==> src/rtl/instruction_loader_pkg.sv <==
// rtl/instruction_loader_pkg.sv - shared types, default widths and width helper for the instruction loader
package loader_pkg;

   // Entry phases; P_COMMIT is a single-cycle write slot
   typedef enum logic [2:0] {
      P_OP     = 3'd0,
      P_R1     = 3'd1,
      P_R2     = 3'd2,
      P_IMM    = 3'd3,
      P_COMMIT = 3'd4
   } phase_e;

   localparam int OPCODE_W_DEF = 4;
   localparam int REG_W_DEF    = 3;
   localparam int IMM_W_DEF    = 8;
   localparam int SW_W_DEF     = 8;
   localparam int DEPTH_DEF    = 16;

   // Width of {opcode, regID1, regID2, imm}
   function automatic int instr_width(input int op_w, input int reg_w, input int imm_w);
      return op_w + 2 * reg_w + imm_w;
   endfunction

endpackage

==> src/rtl/instruction_loader_ram.sv <==
// rtl/instruction_loader_ram.sv - instruction store, one write port and one registered read-before-write read port
module instr_ram #(
   parameter int DEPTH = 16,
   parameter int W     = 18,
   parameter int AW    = 4
) (
   input  logic          clock,
   input  logic          we_i,
   input  logic [AW-1:0] waddr_i,
   input  logic [W-1:0]  wdata_i,
   input  logic          re_i,
   input  logic [AW-1:0] raddr_i,
   output logic [W-1:0]  rdata_o
);

   logic [W-1:0] mem [DEPTH];
   logic [W-1:0] rdata_q;

   // No reset so the array and output register can map onto block RAM;
   // non-blocking write means a same-address read sees the old word
   always_ff @(posedge clock) begin
      if (we_i) begin
         mem[waddr_i] <= wdata_i;
      end
      if (re_i) begin
         rdata_q <= mem[raddr_i];
      end
   end

   assign rdata_o = rdata_q;

endmodule

==> src/rtl/instruction_loader.sv <==
// rtl/instruction_loader.sv - switch-driven instruction assembly, commit into the store and fetch read port
module instruction_loader
   import loader_pkg::*;
#(
   parameter int  OPCODE_W   = OPCODE_W_DEF,
   parameter int  REG_W      = REG_W_DEF,
   parameter int  IMM_W      = IMM_W_DEF,
   parameter int  SW_W       = SW_W_DEF,
   parameter int  DEPTH      = DEPTH_DEF,
   parameter bit  WRAP       = 1'b0,
   localparam int INSTR_W    = instr_width(OPCODE_W, REG_W, IMM_W),
   localparam int AW         = $clog2(DEPTH),
   localparam int CW         = $clog2(DEPTH + 1)
) (
   input  logic               clock,
   input  logic               reset_n,
   input  logic [SW_W-1:0]    switches,
   input  logic               enter,
   input  logic               cancel,
   input  logic               clear,
   input  logic               rd_en,
   input  logic [AW-1:0]      rd_addr,
   output logic [INSTR_W-1:0] rd_data,
   output logic               rd_valid,
   output logic [2:0]         phase,
   output logic [INSTR_W-1:0] instruction,
   output logic               commit,
   output logic [CW-1:0]      instr_count,
   output logic               full,
   output logic               overflow
);

   localparam logic [CW-1:0] DEPTH_C  = CW'(DEPTH);
   localparam logic [AW:0]   DEPTH_A  = (AW + 1)'(DEPTH);
   localparam logic [AW-1:0] LAST_PTR = AW'(DEPTH - 1);

   phase_e              phase_q;
   logic [OPCODE_W-1:0] opcode_q;
   logic [REG_W-1:0]    reg1_q;
   logic [REG_W-1:0]    reg2_q;
   logic [IMM_W-1:0]    imm_q;
   logic                commit_q;

   logic [AW-1:0]       wr_ptr_q, wr_ptr_d;
   logic [CW-1:0]       count_q, count_d;
   logic                overflow_q, overflow_d;

   logic                rd_valid_q;
   logic                rd_oor_q;
   logic                rd_seen_q;

   logic                full_w;
   logic                do_write;
   logic                in_commit;
   logic                rd_in_range;
   logic [INSTR_W-1:0]  instr_w;
   logic [INSTR_W-1:0]  ram_rdata;

   assign instr_w     = {opcode_q, reg1_q, reg2_q, imm_q};
   assign full_w      = (count_q == DEPTH_C);
   assign in_commit   = (phase_q == P_COMMIT);
   // Writes go straight from the commit phase; a full store only blocks them without wrap
   assign do_write    = in_commit && (!full_w || WRAP);
   assign rd_in_range = ({1'b0, rd_addr} < DEPTH_A);

   // Phase sequencing, field capture and the commit pulse; cancel outranks enter
   always_ff @(posedge clock or negedge reset_n) begin
      if (!reset_n) begin
         phase_q  <= P_OP;
         opcode_q <= '0;
         reg1_q   <= '0;
         reg2_q   <= '0;
         imm_q    <= '0;
         commit_q <= 1'b0;
      end else begin
         commit_q <= do_write;
         if (cancel && !in_commit) begin
            phase_q  <= P_OP;
            opcode_q <= '0;
            reg1_q   <= '0;
            reg2_q   <= '0;
            imm_q    <= '0;
         end else begin
            case (phase_q)
               P_OP: begin
                  if (enter) begin
                     opcode_q <= switches[OPCODE_W-1:0];
                     phase_q  <= P_R1;
                  end
               end
               P_R1: begin
                  if (enter) begin
                     reg1_q  <= switches[REG_W-1:0];
                     phase_q <= P_R2;
                  end
               end
               P_R2: begin
                  if (enter) begin
                     reg2_q  <= switches[REG_W-1:0];
                     phase_q <= P_IMM;
                  end
               end
               P_IMM: begin
                  if (enter) begin
                     imm_q   <= switches[IMM_W-1:0];
                     phase_q <= P_COMMIT;
                  end
               end
               P_COMMIT: phase_q <= P_OP;
               default:  phase_q <= P_OP;
            endcase
         end
      end
   end

   // Store bookkeeping: pointer wrap, saturating count, sticky overflow; clear lands last
   always_comb begin
      wr_ptr_d   = wr_ptr_q;
      count_d    = count_q;
      overflow_d = overflow_q;
      if (do_write) begin
         wr_ptr_d = (wr_ptr_q == LAST_PTR) ? '0 : wr_ptr_q + 1'b1;
         if (!full_w) begin
            count_d = count_q + 1'b1;
         end
      end else if (in_commit) begin
         overflow_d = 1'b1;
      end
      if (clear) begin
         wr_ptr_d   = '0;
         count_d    = '0;
         overflow_d = 1'b0;
      end
   end

   // Store bookkeeping registers
   always_ff @(posedge clock or negedge reset_n) begin
      if (!reset_n) begin
         wr_ptr_q   <= '0;
         count_q    <= '0;
         overflow_q <= 1'b0;
      end else begin
         wr_ptr_q   <= wr_ptr_d;
         count_q    <= count_d;
         overflow_q <= overflow_d;
      end
   end

   // Read-side flags; the RAM output register itself is unreset, so these mask it
   // to zero after reset and for out-of-range addresses, and hold with rd_en low
   always_ff @(posedge clock or negedge reset_n) begin
      if (!reset_n) begin
         rd_valid_q <= 1'b0;
         rd_oor_q   <= 1'b0;
         rd_seen_q  <= 1'b0;
      end else begin
         rd_valid_q <= rd_en;
         if (rd_en) begin
            rd_oor_q  <= !rd_in_range;
            rd_seen_q <= 1'b1;
         end
      end
   end

   instr_ram #(
      .DEPTH (DEPTH),
      .W     (INSTR_W),
      .AW    (AW)
   ) u_ram (
      .clock   (clock),
      .we_i    (do_write),
      .waddr_i (wr_ptr_q),
      .wdata_i (instr_w),
      .re_i    (rd_en && rd_in_range),
      .raddr_i (rd_addr),
      .rdata_o (ram_rdata)
   );

   assign rd_data     = (rd_seen_q && !rd_oor_q) ? ram_rdata : '0;
   assign rd_valid    = rd_valid_q;
   assign phase       = phase_q;
   assign instruction = instr_w;
   assign commit      = commit_q;
   assign instr_count = count_q;
   assign full        = full_w;
   assign overflow    = overflow_q;

endmodule

==> config.mk <==
export PLATFORM = sky130hd
export DESIGN_NAME = instruction_loader
export DESIGN_NICKNAME = d
export VERILOG_FILES = /design/src/rtl/instruction_loader_pkg.sv /design/src/rtl/instruction_loader_ram.sv /design/src/rtl/instruction_loader.sv
export SDC_FILE = /design/constraint.sdc
export NUM_CORES = 1
export LEC_CHECK = 0
export ABC_AREA = 1
export BUFFER_PORTS_ARGS = -buffer_cell sky130_fd_sc_hd__buf_2
export CAP_MARGIN = 20
export CORE_ASPECT_RATIO = 1.5
export CORE_MARGIN = 1
export CORE_UTILIZATION = 55
export DETAILED_ROUTE_END_ITERATION = 7
export PLACE_DENSITY = 0.74
export SKIP_CTS_REPAIR_TIMING = 1
export SYNTH_ARGS = -nofsm -noshare
export SYNTH_HDL_FRONTEND = slang
export SYNTH_SLANG_ARGS = --single-unit
export TNS_END_PERCENT = 10
==> constraint.sdc <==
create_clock -name clock -period 2 [get_ports clock]
set_input_delay 0.4 -clock clock [delete_from_list [all_inputs] [get_ports clock]]
set_output_delay 0.4 -clock clock [all_outputs]
set_load 0.02 [all_outputs]
; ---- Yosys cells after proc, flatten, opt, wreduce, memory -nomap -nowiden
; Memory sizes are Yosys's and may differ from the RTL's. A register that Yosys moved wholly into a read port is not among the register bits.
; Cells that the tools add are included.
[word_totals]
memories = 1
mem_bits_rw = 288
ff_bits = 34
word_cells = 74
output_inout_bits = 48
[op_classes]
n_reduce_logical = 19
n_addsub = 2
n_eq_ne = 12
mux = 29
[mem_list]
columns = memory, words, word_bits, rd, rd_clocked_by_memory_dff, write_ports, line_no
row1 = u_ram.mem, 16, 18, 1, 1, 1, instruction_loader_ram.sv:16  ; logic [W-1:0] mem [DEPTH];
[ops]
columns = operator, count
row1 = $mux 3, 10
row2 = $mux 4, 6
row3 = $mux 8, 3
row4 = $mux 18, 1
row5 = $mux 5, 3
row6 = $reduce_bool 2->1, 7
row7 = $ne 3x3->1 const B, 4
row8 = $pmux 3 s4, 1
row9 = $reduce_and 2->1, 6
row10 = $eq 3x2->1 const B, 2
row11 = $add 5x1->5 const B, 1
row12 = $eq 5x5->1 const B, 1
row13 = $mux 1, 5
row14 = $add 4x1->4 const B, 1
row15 = $eq 4x4->1 const B, 1
row16 = $ne 2x2->1 const B, 2
row17 = $reduce_and 4->1, 1
row18 = $eq 3x1->1 const B, 1
row19 = $eq 3x3->1 const B, 1
row20 = $logic_not 3->1, 1
row21 = $logic_and 1x1->1, 2
row22 = $logic_not 1->1, 2

; ---- Logic depth before layout (Yosys ltp)
; Gate-level depths: netlist (run 1).
[logic_depth]
word_depth = 5
depth_mapped = 9
mapped_depth_nobuf = 8

; ---- Hierarchy
; A second synthesis (run 1) with hierarchy kept.
[hier_totals]
hier_cells = 1434
area_unflattened_um2 = 14757.9
[by_module_without_submodules]
columns = mod, area_per_inst_um2, seq_area_each_um2, cells_each, n_inst
row1 = instr_ram, 12942.4, 9188.8, 1203, 1
row2 = instruction_loader, 1815.5, 850.8, 231, 1

; ---- Worst setup path after synthesis (run 1)
; OpenSTA, ideal clock, no wires.
[synth_timing]
path_kind = reg-to-reg
start = register count_q[0], in the netlist instr_count[0]
end = memory u_ram.mem[0][0] (enable)
path_slack_ps = -312
path_stages_with_launch = 8
period_less_slack_ps = 2312
n_path_buf = 0
arrival_time_ps = 1920
cell_sequence = dfrtp_1 > inv_1 > ha_1 > nand3_1 > nand2_2 > inv_2 > nand2_1 > nor2_1
[synth_between]
elab_chain_len = 5
[synth_rtl]
columns = element, line_no
row1 = from (decl), instruction_loader.sv:45  ; logic [CW-1:0] count_q, count_d;
row2 = from (signal assigned), instruction_loader.sv:144  ; count_q <= count_d;
row3 = $eq 5x5->1, instruction_loader.sv:60  ; assign full_w = (count_q == DEPTH_C);
row4 = $logic_not 1->1, n/a
row5 = $logic_and 1x1->1, instruction_loader.sv:63  ; assign do_write = in_commit && (!full_w || WRAP);
row6 = named net do_write, instruction_loader.sv:53  ; logic do_write;
row7 = $mux 1, instruction_loader_ram.sv:22  ; if (we_i) begin
row8 = $mux 1 (not written as such), instruction_loader_ram.sv:23  ; mem[waddr_i] <= wdata_i;
row9 = to (decl), instruction_loader_ram.sv:16
; The timed path passes the listed nets, and every way through them passes these cells.

; ---- Worst setup path in the final report (run 1)
[layout_timing]
start = register reg1_q[1]
end = output instruction[12]
[layout_rtl]
columns = element, line_no
row1 = from (decl), instruction_loader.sv:39  ; logic [REG_W-1:0] reg1_q;
row2 = from (signal assigned), instruction_loader.sv:93  ; reg1_q <= switches[REG_W-1:0];
row3 = to (decl), instruction_loader.sv:26  ; output logic [INSTR_W-1:0] instruction,
; No word-level cell between the ends.

==> impl_metrics.py, run 1 <==
metrics = {
    "die": {
        "top_level_ports": 66,
        "die_area_um2": 27200,
        "floorplan.core_area_um2": 25900,
        "dieWidth_um": 135,
        "die_height_um": 201,
        "initial_core_util": 0.561,
        "rows": 72,
    },
    "sta": {
        "final_min_period_over_clock_period": 0.982,
        "fmax_mhz": 509,
        "timing.final.crit_period_ns": 1.96,
        "final.setup.worst_slack_ns": 0.0365,
        "setup_repair_after_global_routing_missed_its_margin": "no",
        "worst_pin_slew_ns": 0.618,
        "relSlewSlack": 0.586,
        "timing.clock.skew_ns": 0.00935,
        "timing.final.hold_violations": 0,
        "setup_viol_count_final": 0,
        "final-max-slew-violation-count": 0,
    },
    "worst_setup_path": {
        "path_max_fanout": 11,
        "r2r-end": "u_ram.mem[12][15]$_DFFE_PP_",
        "worst_ep_arrival_time_ns": 1.56,
        "timing.critical_path.required_ns": 1.60,
        "worstSetupEndpointType": "output pin",
        "timing.critical_path.from_type": "flip-flop",
        "timing.reg2reg.worst_path_depth": 8,
        "regToRegStartpoint": "instr_count[0]$_DFFE_PN0P_",
        "crit_type": "reg -> out",
        "critical_path.cell_chain": "buf_2",
        "critical_path.top_delay_family": "flip-flops",
        "number_of_buffer_and_inverter_instances_along_the_worst_setup_path": 1,
        "worst_path_max_delay_cell": "dfrtp_1",
        "worst_path_largest_cell_delay_ns": 0.74,
        "r2r_setup_slack_ns": 0.15,
    },
    "global_route": {
        "global_route_wire_length_before_repair_um": 56400,
        "globalRouteOverflowTotal": 0,
        "grtUsageTotal": 0.286,
        "grt_pass1_vias": 9848,
        "grt_start_max_net_pins": 78,
        "grt_antenna_before_repair": 1,
    },
    "route": {
        "final_antenna_net_count": 0,
        "starting_drc_count_in_detailed_routing": 1088,
        "number_of_detailed_route_iterations_in_the_first_pass": 5,
        "routed_via_density": 5.44,
        "avgRoutedWirePerCell_um": 20.1,
        "drcViolationCount": 0,
        "postRouteWirelength_um": 37400,
        "dr_total_vias": 10100,
    },
    "placed_design": {
        "placement.cell_area_um2": 15800,
        "detailed_placement_wirelength_estimate_um": 24700,
        "globalplace.congestion": 0.880,
        "port-buffer-count": 65,
        "placement.setup.worst_slack_ns": 0.132,
    },
    "synth": {
        "synth.yosys.seq_area_share": 0.689,
        "syn_nets": 1433,
        "postSynthAreaPerCell_um2": 10.3,
        "syn-instance-count": 1409,
        "ys_dominant_reg_cell": "edfxtp_1",
        "mappedNetlistArea_um2": 14600,
        "synth-async-reset-ratio": 0.100,
        "synthesis.yosys.warnings": 0,
        "post_synth_num_cell_types": 26,
        "postSynthRegisterBits": 340,
        "synth-edff-count": 306,
    },
    "clock_tree": {
        "cts_inserted_buffers": 29,
        "clk_root_buffer_cell": "clkbuf_16",
        "h_tree_depth": 1,
        "clk_latency_ns": 0.55,
        "clk_path_buf_depth": 3,
        "clock_transition_at_the_registers_of_the_reported_paths_ns": 0.07,
        "cts_tree": "built",
        "tritoncts_num_sinks": 340,
    },
    "power_and_ir_drop": {
        "p_sw_w": 0.00326,
        "swShare": 0.218,
        "max-vdd-ir-drop_mv": 0.743,
        "cell_internal_pwr_w": 0.0117,
        "share_seq_of_total_power": 0.528,
        "power_frac_comb": 0.067,
        "clockPowerShare": 0.405,
        "power_per_cell_area_nw_per_um2": 886,
        "p_leak_nw": 7.62,
    },
    "cells_and_area": {
        "layout.filler_cells": 1928,
        "layout-area-overhead-vs-synth_pct": 15.8,
        "stdcell_area_um2": 16900,
        "antenna_cells": 0,
        "final_common_cell": "nand2_1",
        "layout_cell_share_with_drive_strength_beyond_1": 0.131,
        "nNetsFinal": 1528,
        "layout.cells.most_common_list": "nand2_1 (447), edfxtp_1 (306), inv_1 (250)",
        "post-route-util": 0.650,
    },
    "hold_path": {
        "hold_path_startpoint": "switches[4]",
        "min_delay_path_depth": 3,
        "hp-class": "in -> reg",
        "hold-path-endpoint": "imm_q[4]$_DFFE_PN0P_",
    },
    "outcome": {
        "run_status": "finished, final reports clean",
    },
    "flow_run": {
        "cap_violations": 0,
    },
}
[cell usage after synthesis (all sizes together) (3+ instances only)]
master	n	area, um^2
ha	6	75.1
o21ai	19	95.1
buf	48	270
nor2	24	90.1
edfxtp	306	9190
nand2	449	1690
nand3	241	1210
clkbuf	12	45.0
inv	256	963
dfrtp	34	851
xor2	3	26.3
clkinv	3	11.3
[worst max path at each step]
stage	start	endpoint	slack, ns	depth (start not counted)
2_1_floorplan	instr_count[0]$_DFFE_PN0P_	u_ram.mem[0][0]$_DFFE_PP_	-0.08	7
3_3_place_gp	instr_count[0]$_DFFE_PN0P_	u_ram.mem[10][9]$_DFFE_PP_	0.13	8
3_5_place_dp	instr_count[0]$_DFFE_PN0P_	u_ram.mem[14][7]$_DFFE_PP_	0.13	8
4_1_cts	rd_seen_q$_DFFE_PN0P_	rd_data[16]	-0.28	3
5_1_grt	reg1_q[1]$_DFFE_PN0P_	instruction[12]	0.0004	1
6_report	reg1_q[1]$_DFFE_PN0P_	instruction[12]	0.04	1
[kinds of logic (layout without fill, tap and decap cells)]
kind of cell,after synthesis,after routing,share of synthesized area
AND/OR/NAND/NOR,717,717,0.207
XOR/XNOR,3,3,0.00180
buffers and inverters,319,436,0.0886
AO/OA/AOI/OAI,24,24,0.00859
adder cells (fa/ha/maj),6,6,0.00515
flip-flops,340,340,0.689
[per-layer routing]
| layer | share of wire | track usage |
|---|---|---|
| met5 | 0 | 0 |
| met4 | 0.070 | 0.184 |
| met1 | 0.36 | 0.344 |
| met3 | 0.065 | 0.0257 |
| met2 | 0.51 | 0.492 |
[final cells by class]
type / count / area, um^2 / share of cell area
Sequential cell: 340 / 10000 / 0.596
Multi-Input combinational cell: 750 / 3280 / 0.195
Timing Repair Buffer: 124 / 1100 / 0.0653
Inverter: 259 / 975 / 0.0578
Clock buffer: 45 / 930 / 0.0551
Tap cell: 333 / 417 / 0.0247
Clock inverter: 8 / 119 / 0.00705
[power by group through the flow]
stage	registers (W)	clock network, W	logic (W)
2_1_floorplan	0.00807	0	0.000487
3_3_place_gp	0.00804	0	0.000979
3_5_place_dp	0.00805	0	0.000997
4_1_cts	0.00789	0.00609	0.00100
5_1_grt	0.00789	0.00633	0.00108
6_report	0.00789	0.00605	0.00101
[metrics by stage]
step / TNS [ns] / hold WS, ns / instances / power [W]
finish: 0 / 0.0318 / 1859 / 0.0149
floorplan: -19.54 / 0.104 / 1409 / 0.00856
CTS: -2.63 / -0.196 / 1858 / 0.0150
global route: 0 / 0.0511 / 1859 / 0.0153
detailed placement: 0 / 0.397 / 1805 / 0.00904
global placement: 0 / 0.391 / 1805 / 0.00902
[sequential cells by signal, summed over array words and instances, names as in the netlist]
name / cells
u_ram.mem: 288
u_ram.rdata_o: 18
imm_q: 8
instr_count: 5
opcode_q: 4
wr_ptr_q: 4
phase: 3
reg1_q: 3
reg2_q: 3
commit: 1
overflow: 1
rd_seen_q: 1
rd_valid: 1
Power figures use the tool's default switching activity.
==> inputs of run 2 (changes only) <==
==> constraint.sdc (replaced) <==
create_clock -name clock -period 1.65 [get_ports clock]
set_input_delay 0.33 -clock clock [delete_from_list [all_inputs] [get_ports clock]]
set_output_delay 0.33 -clock clock [all_outputs]
set_load 0.02 [all_outputs]
==> impl_metrics.py, run 2 (synthesized netlist as in run 1, its figures left out) <==
metrics = {
    "placed_design": {
        "placement.cell_area_um2": 16200,
        "detailed_placement_wirelength_estimate_um": 23700,
        "port-buffer-count": 65,
        "dp_cells": 1828,
        "globalplace.congestion": 0.813,
        "placement.setup.worst_slack_ns": 0.0166,
    },
    "route": {
        "drcViolationCount": 0,
        "starting_drc_count_in_detailed_routing": 1025,
        "dr_total_vias": 10400,
        "top_layer": "met4",
        "met3_wirelength_um": 2820,
        "number_of_detailed_route_iterations_in_the_first_pass": 7,
        "postRouteWirelength_um": 38200,
        "met1_length_um": 13600,
        "avgRoutedWirePerCell_um": 20.1,
        "routed_via_density": 5.47,
        "final_antenna_net_count": 0,
        "met2WireLength_um": 20000,
    },
    "worst_setup_path": {
        "timing.reg2reg.worst_path_depth": 9,
        "number_of_buffer_and_inverter_instances_along_the_worst_setup_path": 3,
        "crit_path_start": "rd_seen_q$_DFFE_PN0P_",
        "r2r-end": "u_ram.mem[6][8]$_DFFE_PP_",
        "timing.critical_path.from_type": "flip-flop",
        "worstSetupEndpointType": "output pin",
        "worst_path_largest_cell_delay_ns": 0.50,
        "critical_path.cell_chain": "buf_12, nand2_2, inv_1, buf_6",
        "path_max_fanout": 8,
        "timing.critical_path.required_ns": 1.32,
        "regToRegStartpoint": "instr_count[0]$_DFFE_PN0P_",
        "r2r_setup_slack_ns": -0.02,
        "critical_path.top_delay_family": "flip-flops",
        "crit_type": "reg -> out",
        "worst_ep_arrival_time_ns": 1.46,
        "worst_path_max_delay_cell": "dfrtp_4",
    },
    "sta": {
        "setup_viol_count_final": 38,
        "final.setup.worst_slack_ns": -0.136,
        "worst_pin_slew_ns": 0.640,
        "timing.final.hold_violations": 0,
        "relSlewSlack": 0.573,
        "timing.final.crit_period_ns": 1.79,
        "final_min_period_over_clock_period": 1.08,
        "fmax_mhz": 560,
        "final-max-slew-violation-count": 0,
        "setup_repair_after_global_routing_missed_its_margin": "yes",
        "timing.clock.skew_ns": 0.00944,
    },
    "cells_and_area": {
        "largest_register_ff_count": 288,
        "layout.filler_cells": 1885,
        "layout.cells.most_common_list": "nand2_1 (434), edfxtp_1 (306), inv_1 (242)",
        "nNetsFinal": 1561,
        "layout_cell_share_with_drive_strength_beyond_1": 0.169,
        "final_common_cell": "nand2_1",
        "register_with_the_most_flip_flops": "u_ram.mem",
        "stdcell_count": 1896,
        "stdcell_area_um2": 17500,
        "layout-area-overhead-vs-synth_pct": 20.4,
    },
    "power_and_ir_drop": {
        "swShare": 0.216,
        "p_leak_nw": 7.82,
        "cell_internal_pwr_w": 0.0142,
        "max-vdd-ir-drop_mv": 0.759,
        "power_per_cell_area_nw_per_um2": 1030,
        "power_frac_comb": 0.068,
        "share_seq_of_total_power": 0.529,
        "p_sw_w": 0.00392,
        "clockPowerShare": 0.402,
    },
    "global_route": {
        "grt_start_max_net_pins": 64,
        "globalRouteOverflowTotal": 0,
        "grt_pass1_vias": 10200,
        "global_route_wire_length_before_repair_um": 57900,
        "grt_antenna_before_repair": 1,
        "grtUsageTotal": 0.289,
    },
    "die": {
        "initial_core_util": 0.561,
        "rows": 72,
        "floorplan.core_area_um2": 25900,
        "die_area_um2": 27200,
        "dieWidth_um": 135,
        "top_level_ports": 66,
        "die_height_um": 201,
    },
    "hold_path": {
        "min_delay_path_depth": 2,
        "hp-class": "in -> reg",
        "hold_path_startpoint": "cancel",
        "hold-path-endpoint": "phase[0]$_DFFE_PN0P_",
    },
    "clock_tree": {
        "clk_path_buf_depth": 3,
        "clock_transition_at_the_registers_of_the_reported_paths_ns": 0.07,
        "cts_tree": "built",
        "cts_inserted_buffers": 30,
        "tritoncts_num_sinks": 340,
        "clk_latency_ns": 0.56,
        "clk_root_buffer_cell": "clkbuf_16",
        "h_tree_depth": 1,
    },
    "flow_run": {
        "cap_violations": 0,
    },
    "outcome": {
        "failing_checks": "setup timing",
        "run_status": "finished, violations left",
    },
}
==> run 2: cell count changes in the layout (fill, tap and decap cells not counted), sizes merged <==
cell,change
buf,+31
inv,-2
clkbuf,+1
dlygate4sd3,+1
diode,+2
bufinv,+1
clkinv,+3
==> run 2: per-layer routing <==
layer  track usage  vias up
met5             0        -
met1         0.348     4926
met4         0.141        0
met3        0.0338       91
li1              -     4798
met2         0.510      549
==> run 2: metrics by stage <==
| stage | hold WS, ns | util | power, W | TNS [ns] |
|---|---|---|---|---|
| finish | 0.0250 | 0.676 | 0.0181 | -2.52 |
| global route | 0.0159 | 0.676 | 0.0186 | -7.71 |
| CTS | -0.284 | 0.665 | 0.0181 | -7.74 |
| detailed placement | 0.304 | 0.625 | 0.0109 | 0 |
| global placement | 0.302 | 0.625 | 0.0109 | 0 |
| floorplan | 0.0344 | - | 0.0104 | -21.65 |
==> run 2: how the worst max path moves through the flow <==
stage | endpoint | slack (ns) | cells past startpoint
global route | rd_data[13] | -0.19 | 4
detailed placement | u_ram.rdata_o[9]$_DFFE_PP_ | 0.02 | 8
CTS | rd_data[15] | -0.45 | 3
finish | rd_data[15] | -0.14 | 4
global placement | u_ram.mem[4][14]$_DFFE_PP_ | 0.07 | 8
floorplan | u_ram.mem[0][0]$_DFFE_PP_ | -0.1 | 7
==> run 2: power by group through the flow <==
stage	Sequential, W	Combinational (W)	Clock (W)
3_5_place_dp	0.00976	0.00118	0
5_1_grt	0.00959	0.00134	0.00768
3_3_place_gp	0.00976	0.00116	0
6_report	0.00959	0.00124	0.00729
2_1_floorplan	0.00979	0.000594	0
4_1_cts	0.00958	0.00119	0.00736
==> run 2: final cells by class <==
type,count,area [um^2],share of cell area
sequential,340,10100,0.574
timing repair buffer,156,1530,0.0870
tap,333,417,0.0238
clock inverter,10,153,0.00870
clock buffer,46,882,0.0503
inverter,259,987,0.0563
multi-input combinational,750,3500,0.200
antenna,2,5.00,0.000285
==> inputs of run 3 (changes only) <==
--- a/config.mk
+++ b/config.mk
@@ -12,6 +12,7 @@
 export CORE_MARGIN = 1
 export CORE_UTILIZATION = 55
 export DETAILED_ROUTE_END_ITERATION = 7
+export MAX_ROUTING_LAYER = met4
 export PLACE_DENSITY = 0.74
 export SKIP_CTS_REPAIR_TIMING = 1
 export SYNTH_ARGS = -nofsm -noshare
==> impl_metrics.py, run 3 (synthesized netlist as in run 1, its figures left out) <==
metrics = {
    "die": {
        "die_height_um": 201,
        "rows": 72,
        "top_level_ports": 66,
        "initial_core_util": 0.561,
        "die_area_um2": 27200,
        "floorplan.core_area_um2": 25900,
        "dieWidth_um": 135,
    },
    "worst_setup_path": {
        "crit_path_start": "rd_seen_q$_DFFE_PN0P_",
        "worst_ep_arrival_time_ns": 1.46,
        "regToRegStartpoint": "instr_count[0]$_DFFE_PN0P_",
        "timing.critical_path.required_ns": 1.32,
        "timing.critical_path.from_type": "flip-flop",
        "r2r-end": "u_ram.mem[6][8]$_DFFE_PP_",
        "crit_type": "reg -> out",
        "timing.reg2reg.worst_path_depth": 9,
        "r2r_setup_slack_ns": -0.02,
        "worstSetupEndpointType": "output pin",
        "critical_path.cell_chain": "buf_12, nand2_2, inv_1, buf_6",
        "critical_path.top_delay_family": "flip-flops",
        "worst_path_largest_cell_delay_ns": 0.50,
        "worst_path_max_delay_cell": "dfrtp_4",
        "number_of_buffer_and_inverter_instances_along_the_worst_setup_path": 3,
        "path_max_fanout": 8,
    },
    "placed_design": {
        "detailed_placement_wirelength_estimate_um": 23700,
        "port-buffer-count": 65,
        "globalplace.congestion": 0.828,
        "placement.setup.worst_slack_ns": 0.0166,
        "placement.cell_area_um2": 16200,
    },
    "power_and_ir_drop": {
        "power_per_cell_area_nw_per_um2": 1030,
        "p_leak_nw": 7.82,
        "max-vdd-ir-drop_mv": 0.759,
        "total_power_w": 0.0181,
    },
    "sta": {
        "final-max-slew-violation-count": 0,
        "setup_tns_ns": -2.47,
        "setup_repair_after_global_routing_missed_its_margin": "yes",
        "timing.clock.skew_ns": 0.00998,
        "hold-worst-slack_ns": 0.0309,
        "setup_viol_count_final": 37,
        "final_min_period_over_clock_period": 1.08,
        "final.setup.worst_slack_ns": -0.138,
        "timing.final.hold_violations": 0,
        "fmax_mhz": 559,
        "worst_pin_slew_ns": 0.661,
        "timing.final.crit_period_ns": 1.79,
        "relSlewSlack": 0.559,
    },
    "route": {
        "final_antenna_net_count": 0,
        "dr_total_vias": 10300,
        "number_of_detailed_route_iterations_in_the_first_pass": 6,
        "avgRoutedWirePerCell_um": 20.1,
        "routed_via_density": 5.43,
        "postRouteWirelength_um": 38100,
        "starting_drc_count_in_detailed_routing": 993,
        "drcViolationCount": 0,
    },
    "clock_tree": {
        "clock_transition_at_the_registers_of_the_reported_paths_ns": 0.07,
        "clk_latency_ns": 0.56,
        "h_tree_depth": 1,
        "clk_root_buffer_cell": "clkbuf_16",
        "cts_inserted_buffers": 30,
        "clk_path_buf_depth": 3,
        "tritoncts_num_sinks": 340,
        "cts_tree": "built",
    },
    "hold_path": {
        "hp-class": "in -> reg",
        "min_delay_path_depth": 3,
        "hold_path_startpoint": "switches[0]",
        "hold-path-endpoint": "imm_q[0]$_DFFE_PN0P_",
    },
    "global_route": {
        "global_route_wire_length_before_repair_um": 57900,
        "grt_start_max_net_pins": 64,
        "globalRouteOverflowTotal": 0,
        "grtUsageTotal": 0.298,
        "grt_pass1_vias": 10200,
        "grt_antenna_before_repair": 1,
    },
    "outcome": {
        "failing_checks": "setup timing",
        "run_status": "finished, violations left",
    },
    "cells_and_area": {
        "layout-area-overhead-vs-synth_pct": 20.4,
        "layout.cells.most_common_list": "nand2_1 (434), edfxtp_1 (306), inv_1 (242)",
        "register_with_the_most_flip_flops": "u_ram.mem",
        "largest_register_ff_count": 288,
        "layout_cell_share_with_drive_strength_beyond_1": 0.169,
        "layout.filler_cells": 1885,
        "nNetsFinal": 1561,
        "final_common_cell": "nand2_1",
        "stdcell_area_um2": 17500,
    },
    "flow_run": {
        "cap_violations": 0,
    },
}
==> run 3: worst max path at each step <==
stage	endpoint	depth (start not counted)
after detailed placement	u_ram.rdata_o[9]$_DFFE_PP_	8
after global placement	u_ram.mem[4][14]$_DFFE_PP_	8
after global routing	rd_data[13]	4
after floorplan	u_ram.mem[0][0]$_DFFE_PP_	7
final	rd_data[15]	4
after CTS	rd_data[15]	3
==> run 3: layout make-up <==
cell class / count / area [um^2] / share of cell area
flip-flops and latches: 340 / 10100 / 0.574
multi-input cells: 750 / 3500 / 0.200
repair buffers: 156 / 1530 / 0.0870
inverters: 259 / 987 / 0.0563
clock buffers: 46 / 882 / 0.0503
well taps: 333 / 417 / 0.0238
clock inverters: 10 / 153 / 0.00870
diodes: 2 / 5.00 / 0.000285
==> run 3: metal layers <==
metal	vias to the layer above	GRT usage	wire, um
met3	98	0.0307	2800
met4	0	0.140	1750
met1	4889	0.350	13600
li1	4794	-	-
met2	517	0.511	19900
met5	-	-	0
==> run 3: stage by stage <==
stage          std cells   util
2_1_floorplan       1409      -
3_3_place_gp        1828  0.625
3_5_place_dp        1828  0.625
4_1_cts             1884  0.665
5_1_grt             1895  0.676
6_report            1896  0.676
==> run 3: power breakdown <==
part | switching (W) | leakage (nW) | internal (W)
sequential | 0.000109 | 3.03 | 0.00948
clock | 0.00299 | 0.506 | 0.00430
combinational | 0.000813 | 4.28 | 0.000428
==> run 3: worst min-delay path, cell delays in order <==
cell and delay (ns):
buf_2 0.12, nand2_1 0.06, nand2_1 0.05
